<file path="src/rtl/fifo_arbiter_pkg.sv">
// Shared types and helpers for the FIFO write-side arbiter and future read-side scheduler.
package fifo_arbiter_pkg;

    typedef enum logic {
        IDLE,
        GRANTED
    } state_t;

    // Modulo increment that stays correct when count is not a power of two.
    function automatic int unsigned rotate_index(input int unsigned index, input int unsigned count);
        return (index + 1 >= count) ? 0 : index + 1;
    endfunction

endpackage

</file>
<file path="src/rtl/rr_picker.sv">
// Combinational rotating-priority encoder: first set bit of valid, scanning from rr_pointer upward with wrap.
module rr_picker #(
    parameter int unsigned N    = 4,
    parameter int unsigned ID_W = $clog2(N)
) (
    input  logic [N-1:0]    valid,
    input  logic [ID_W-1:0] rr_pointer,
    output logic            found,
    output logic [ID_W-1:0] index
);

    int unsigned w_cand;

    always_comb begin
        found  = 1'b0;
        index  = '0;
        w_cand = 0;
        for (int unsigned off = 0; off < N; off++) begin
            w_cand = 32'(rr_pointer) + off;
            if (w_cand >= N) begin
                w_cand = w_cand - N;
            end
            if (!found && valid[w_cand[ID_W-1:0]]) begin
                found = 1'b1;
                index = w_cand[ID_W-1:0];
            end
        end
    end

endmodule

</file>
<file path="src/rtl/fifo_write_arbiter.sv">
// Round-robin burst arbiter sharing one dual-clock FIFO's write port among several producers.
// Define FIFO_WRITE_ARBITER_SOURCE_TAG_EN to prepend grant_id to every written word.
module fifo_write_arbiter
    import fifo_arbiter_pkg::*;
#(
    parameter  int unsigned WIDTH      = 8,
    parameter  int unsigned LENGTH     = 16,
    parameter  int unsigned REQUESTERS = 4,
    parameter  int unsigned MAX_BURST  = 8,
    localparam int unsigned ID_WIDTH   = $clog2(REQUESTERS),
    localparam int unsigned USED_WIDTH = $clog2(LENGTH),
`ifdef FIFO_WRITE_ARBITER_SOURCE_TAG_EN
    localparam int unsigned FIFO_WIDTH = WIDTH + ID_WIDTH
`else
    localparam int unsigned FIFO_WIDTH = WIDTH
`endif
) (
    input  logic                             clock,
    input  logic                             reset_n,
    input  logic [REQUESTERS-1:0]            request_valid,
    input  logic [REQUESTERS-1:0]            request_last,
    input  logic [REQUESTERS-1:0][WIDTH-1:0] request_data,
    output logic [REQUESTERS-1:0]            request_ready,
    input  logic [USED_WIDTH-1:0]            fifo_data_in_used,
    output logic                             fifo_data_in_enable,
    output logic [FIFO_WIDTH-1:0]            fifo_data_in,
    output logic [ID_WIDTH-1:0]              grant_id,
    output logic                             busy
);

    localparam int unsigned           BEAT_WIDTH = $clog2(MAX_BURST + 1);
    localparam logic [USED_WIDTH-1:0] FULL_LEVEL = USED_WIDTH'(LENGTH - 1);
    localparam logic [BEAT_WIDTH-1:0] LAST_BEAT  = BEAT_WIDTH'(MAX_BURST - 1);

    state_t                r_state;
    state_t                w_next_state;
    logic [ID_WIDTH-1:0]   r_rr_pointer;
    logic [ID_WIDTH-1:0]   w_next_rr_pointer;
    logic [ID_WIDTH-1:0]   r_grant_id;
    logic [ID_WIDTH-1:0]   w_next_grant_id;
    logic [BEAT_WIDTH-1:0] r_beat_count;
    logic [BEAT_WIDTH-1:0] w_next_beat_count;
    logic                  w_space;
    logic                  w_transfer;
    logic                  w_found;
    logic [ID_WIDTH-1:0]   w_pick;

    // The FIFO's own accept rule; its count lags a write by one cycle, which keeps full-rate writes exact.
    assign w_space  = fifo_data_in_used < FULL_LEVEL;
    assign grant_id = r_grant_id;

    rr_picker #(
        .N    (REQUESTERS),
        .ID_W (ID_WIDTH)
    ) u_rr_picker (
        .valid      (request_valid),
        .rr_pointer (r_rr_pointer),
        .found      (w_found),
        .index      (w_pick)
    );

    always_ff @(posedge clock or negedge reset_n) begin
        if (!reset_n) begin
            r_state      <= IDLE;
            r_rr_pointer <= '0;
            r_grant_id   <= '0;
            r_beat_count <= '0;
        end else begin
            r_state      <= w_next_state;
            r_rr_pointer <= w_next_rr_pointer;
            r_grant_id   <= w_next_grant_id;
            r_beat_count <= w_next_beat_count;
        end
    end

    always_comb begin
        w_next_state        = r_state;
        w_next_rr_pointer   = r_rr_pointer;
        w_next_grant_id     = r_grant_id;
        w_next_beat_count   = r_beat_count;
        w_transfer          = 1'b0;
        request_ready       = '0;
        fifo_data_in_enable = 1'b0;
        fifo_data_in        = '0;
        busy                = 1'b0;

        case (r_state)
            IDLE: begin
                if (w_found) begin
                    w_next_state      = GRANTED;
                    w_next_grant_id   = w_pick;
                    w_next_beat_count = '0;
                end
            end
            GRANTED: begin
                busy                      = 1'b1;
                request_ready[r_grant_id] = w_space;
                w_transfer                = request_valid[r_grant_id] && w_space;
                fifo_data_in_enable       = w_transfer;
`ifdef FIFO_WRITE_ARBITER_SOURCE_TAG_EN
                fifo_data_in              = {r_grant_id, request_data[r_grant_id]};
`else
                fifo_data_in              = request_data[r_grant_id];
`endif
                if (w_transfer) begin
                    w_next_beat_count = r_beat_count + 1'b1;
                end
                // A full FIFO blocks both transfer and the valid-drop release, so the grant is held.
                if ((w_transfer && (request_last[r_grant_id] || r_beat_count == LAST_BEAT)) ||
                    (!request_valid[r_grant_id] && w_space)) begin
                    w_next_state      = IDLE;
                    w_next_rr_pointer = ID_WIDTH'(rotate_index(32'(r_grant_id), REQUESTERS));
                end
            end
            default: begin
                w_next_state = IDLE;
            end
        endcase
    end

endmodule

</file>
<file path="config.mk">
export PLATFORM = sky130hd
export DESIGN_NAME = fifo_write_arbiter
export DESIGN_NICKNAME = d
export VERILOG_FILES = /design/src/rtl/fifo_arbiter_pkg.sv /design/src/rtl/rr_picker.sv /design/src/rtl/fifo_write_arbiter.sv
export SDC_FILE = /design/constraint.sdc
export NUM_CORES = 1
export LEC_CHECK = 0
export CAP_MARGIN = 20
export CORE_UTILIZATION = 35
export DETAILED_ROUTE_END_ITERATION = 7
export PLACE_DENSITY = 0.76
export SLEW_MARGIN = 20
export SYNTH_ARGS = -nofsm -noshare
export SYNTH_HDL_FRONTEND = slang
export SYNTH_HIERARCHICAL = 1
export SYNTH_SLANG_ARGS = --single-unit
</file>
<file path="constraint.sdc">
create_clock -name clock -period 2.69 [get_ports clock]
set_clock_uncertainty 0.15 [all_clocks]
set_input_delay 0.538 -clock clock [delete_from_list [all_inputs] [get_ports clock]]
set_output_delay 0.538 -clock clock [all_outputs]
set_load 0.005 [all_outputs]
</file>
==> reports/results.ini <==
[sta]
hold_viol_final=0
rsz0062_at_grt=false
fin_crit_ns=2.581
setup_viol=0
max_slew_margin_pct=70.95
max_clock_freq_mhz=387.4
slew_viol_final=0
tightest_slew_ns=0.4358
layout_worst_path_cycle_share_pct=95.95
timing.final.ws_setup_ns=0.1090

[worst_setup_path]
max_stage_delay_ns=0.46
worstPathCellList=clkdlybuf4s50_1 -> nand4_1 -> and3_1 -> clkdlybuf4s50_1
crit_fanout=6
arrival_ns=1.89
worst-path-buf-inv=2
cp-start-kind=input pin
cp_common_cell=clkdlybuf4s50_1
slowest_stage=clkdlybuf4s50_1
crit_family=buffers and inverters
r2r_setup_slack_ns=0.87
end_kind=output port
critical_path_class=in2out
required_ns=2.00

[finish]
fillerInstances=205
final_cell_mix=clkdlybuf4s50_1 (52), buf_4 (10), mux4_2 (9)
mostFrequentLayoutCell=clkdlybuf4s50_1
drive_above_1_share_pct=17.47
fin_area_sq_mm=0.001677
area_growth_pct=83.81
antenna_cells=0
fin_nets=218

[synth]
ys_ff_latch=9
synth_cell_types=29
synth_compound_area_share_pct=11.80
syn_area_sq_um=912.1
synthSimpleGateAreaFrac_pct=23.46
ys_seq_area_share_pct=24.69
syn-instance-count=94
synth_top_family_by_area=multiplexers
synth_xor_area_share_pct=2.881
ys_warn_count=6
syn_area_per_cell_sq_um=9.703
synthMuxAreaShare_pct=24.69
synthAdderAreaFrac_pct=6.859
syn-num-nets=145

[clock_tree]
cts_sinks=9
cts.clk_slew.worst_paths_ns=0.06
clock-root-buffer=clkbuf_4
clk_path_buf_depth=2
cts.htree.levels=1
clock_latency_ns=0.26
cts_tree=built
cts_buffers=3

[route]
ant_nets=0
firstDrtPassIters=4
vias=1032
viasPerCell=5.265
wire_per_inst_um=14.31
totalWireLength_mm=2.805
drt_iter0_drc=15
drc=0

[floorplanning]
die_y_um=53.05
io_pins=62
initial_core_util_pct=36.82
die_x_um=53.05
rows=18
die_area_sq_mm=0.002814
core_sq_mm=0.002477

[power]
power.density_mw_per_mm2=730.2
p_leak_uw=0.0008008
peakVddDrop_v=0.0005907

[global_routing]
grtUsageMet1_pct=22.26
busiest_layer=met2
use_met3_pct=4.023
grt_pass1_wl_mm=4.167
grt-ovfl-total=0
grt_max_degree=18
grt_pass1_vias=953
track_usage_pct=20.51
grt_antenna_before_repair=0
met2_usage_pct=39.66

[placement]
placed_area_sq_mm=0.001618
io_buffers=61
pre_cts_ws_ns=-0.08742
dp_hpwl_mm=2.322
gp_congestion=0.7595

[job]
cap_viol_max_count=0

[hold_path]
hold_path_class=reg2reg

[outcome]
status=finished, final reports clean

## cell type report
cell class,instances,area (sq um),area share [%]
Tap cell,30,37.54,2.239
Multi-Input combinational cell,72,640.6,38.21
Sequential cell,9,226.5,13.51
Inverter,9,33.78,2.015
Clock buffer,4,26.28,1.567
Timing Repair Buffer,72,711.9,42.46
## final timing paths
kind | from | endpoint | cells past startpoint
min | r_beat_count[1] | r_beat_count[1] | 2
max | fifo_data_in_used[2] | request_ready[3] | 4
min reg2reg | r_beat_count[1] | r_beat_count[1] | 2
min in group asynchronous | reset_n | r_beat_count[3] | 1
max reg2reg | grant_id[0] | r_rr_pointer[0] | 5
max in group asynchronous | reset_n | grant_id[0] | 1
## Yosys cell counts, drive strengths merged
master / number / area, sq um
nand2: 5 / 18.77
nor2b: 1 / 6.260
clkbuf: 2 / 7.510
mux4: 9 / 202.7
ha: 5 / 62.56
and2: 9 / 58.81
inv: 9 / 33.78
a21oi: 4 / 20.02
o21ai: 3 / 15.01
dfrtp: 9 / 225.2
xnor2: 2 / 17.52
nor2: 4 / 15.01
nand4: 1 / 6.260
and3: 6 / 37.54
nor3b: 3 / 22.52
xor2: 1 / 8.760
o221ai: 1 / 8.760
mux2: 2 / 22.52
o211ai: 1 / 7.510
a221o: 1 / 10.01
nand3b: 3 / 22.52
nand3: 4 / 20.02
nand2b: 1 / 6.260
buf: 2 / 10.01
a21o: 3 / 22.52
a31oi: 1 / 6.260
o311ai: 2 / 17.52
## power breakdown
part / switching (uW) / internal (uW)
logic: 306 / 546
clock network: 45.4 / 57.1
registers: 80.3 / 190
## logic make-up (layout without fill, tap and decap cells)
kind of cell	count (synthesis)	count (layout)
AND/OR/NAND/NOR	37	37
multiplexers	11	11
XOR/XNOR	3	3
flip-flops	9	9
buffers and inverters	13	85
adder cells (fa/ha/maj)	5	5
AO/OA/AOI/OAI	16	16
## worst register-to-register path, cell delays in order, from the launching register on
cell and delay, ns:
dfrtp_2 0.43, buf_4 0.17, nand3b_1 0.08, o311ai_0 0.15, a31oi_1 0.35, mux2_2 0.38
## metal layers
layer	share of wire, %	up-vias	wire length [um]
met3	10	4	281
met5	0	-	0
met2	51	50	1430
met1	38	484	1078
li1	-	494	-
met4	0.50	0	14
## state kept, by name, summed over array words and instances (netlist names)
register and count:
grant_id 2, r_state 1, r_beat_count 4, r_rr_pointer 2
## per-stage QoR
step	std cells	util [%]	setup TNS (ns)	hold slack [ns]	total power, uW
final	196	67.68	0	0.4135	1224
after global routing	196	67.68	0	0.4477	1340
after CTS	195	66.62	0	0.4204	1259
after detailed placement	191	65.30	-0.1073	0.4067	1151
after global placement	191	65.30	-0.09559	0.3951	1129
after floorplan	94	-	0	0.09241	715.5
## repair_timing
action	CTS	global route
hold buffers	0	0
cloned	0	0
setup buffers	0	1
gates resized for setup	4	8
pin swaps	0	1
setup endpoints to repair	7	10
No activity file was read; power rests on OpenSTA's default activity.
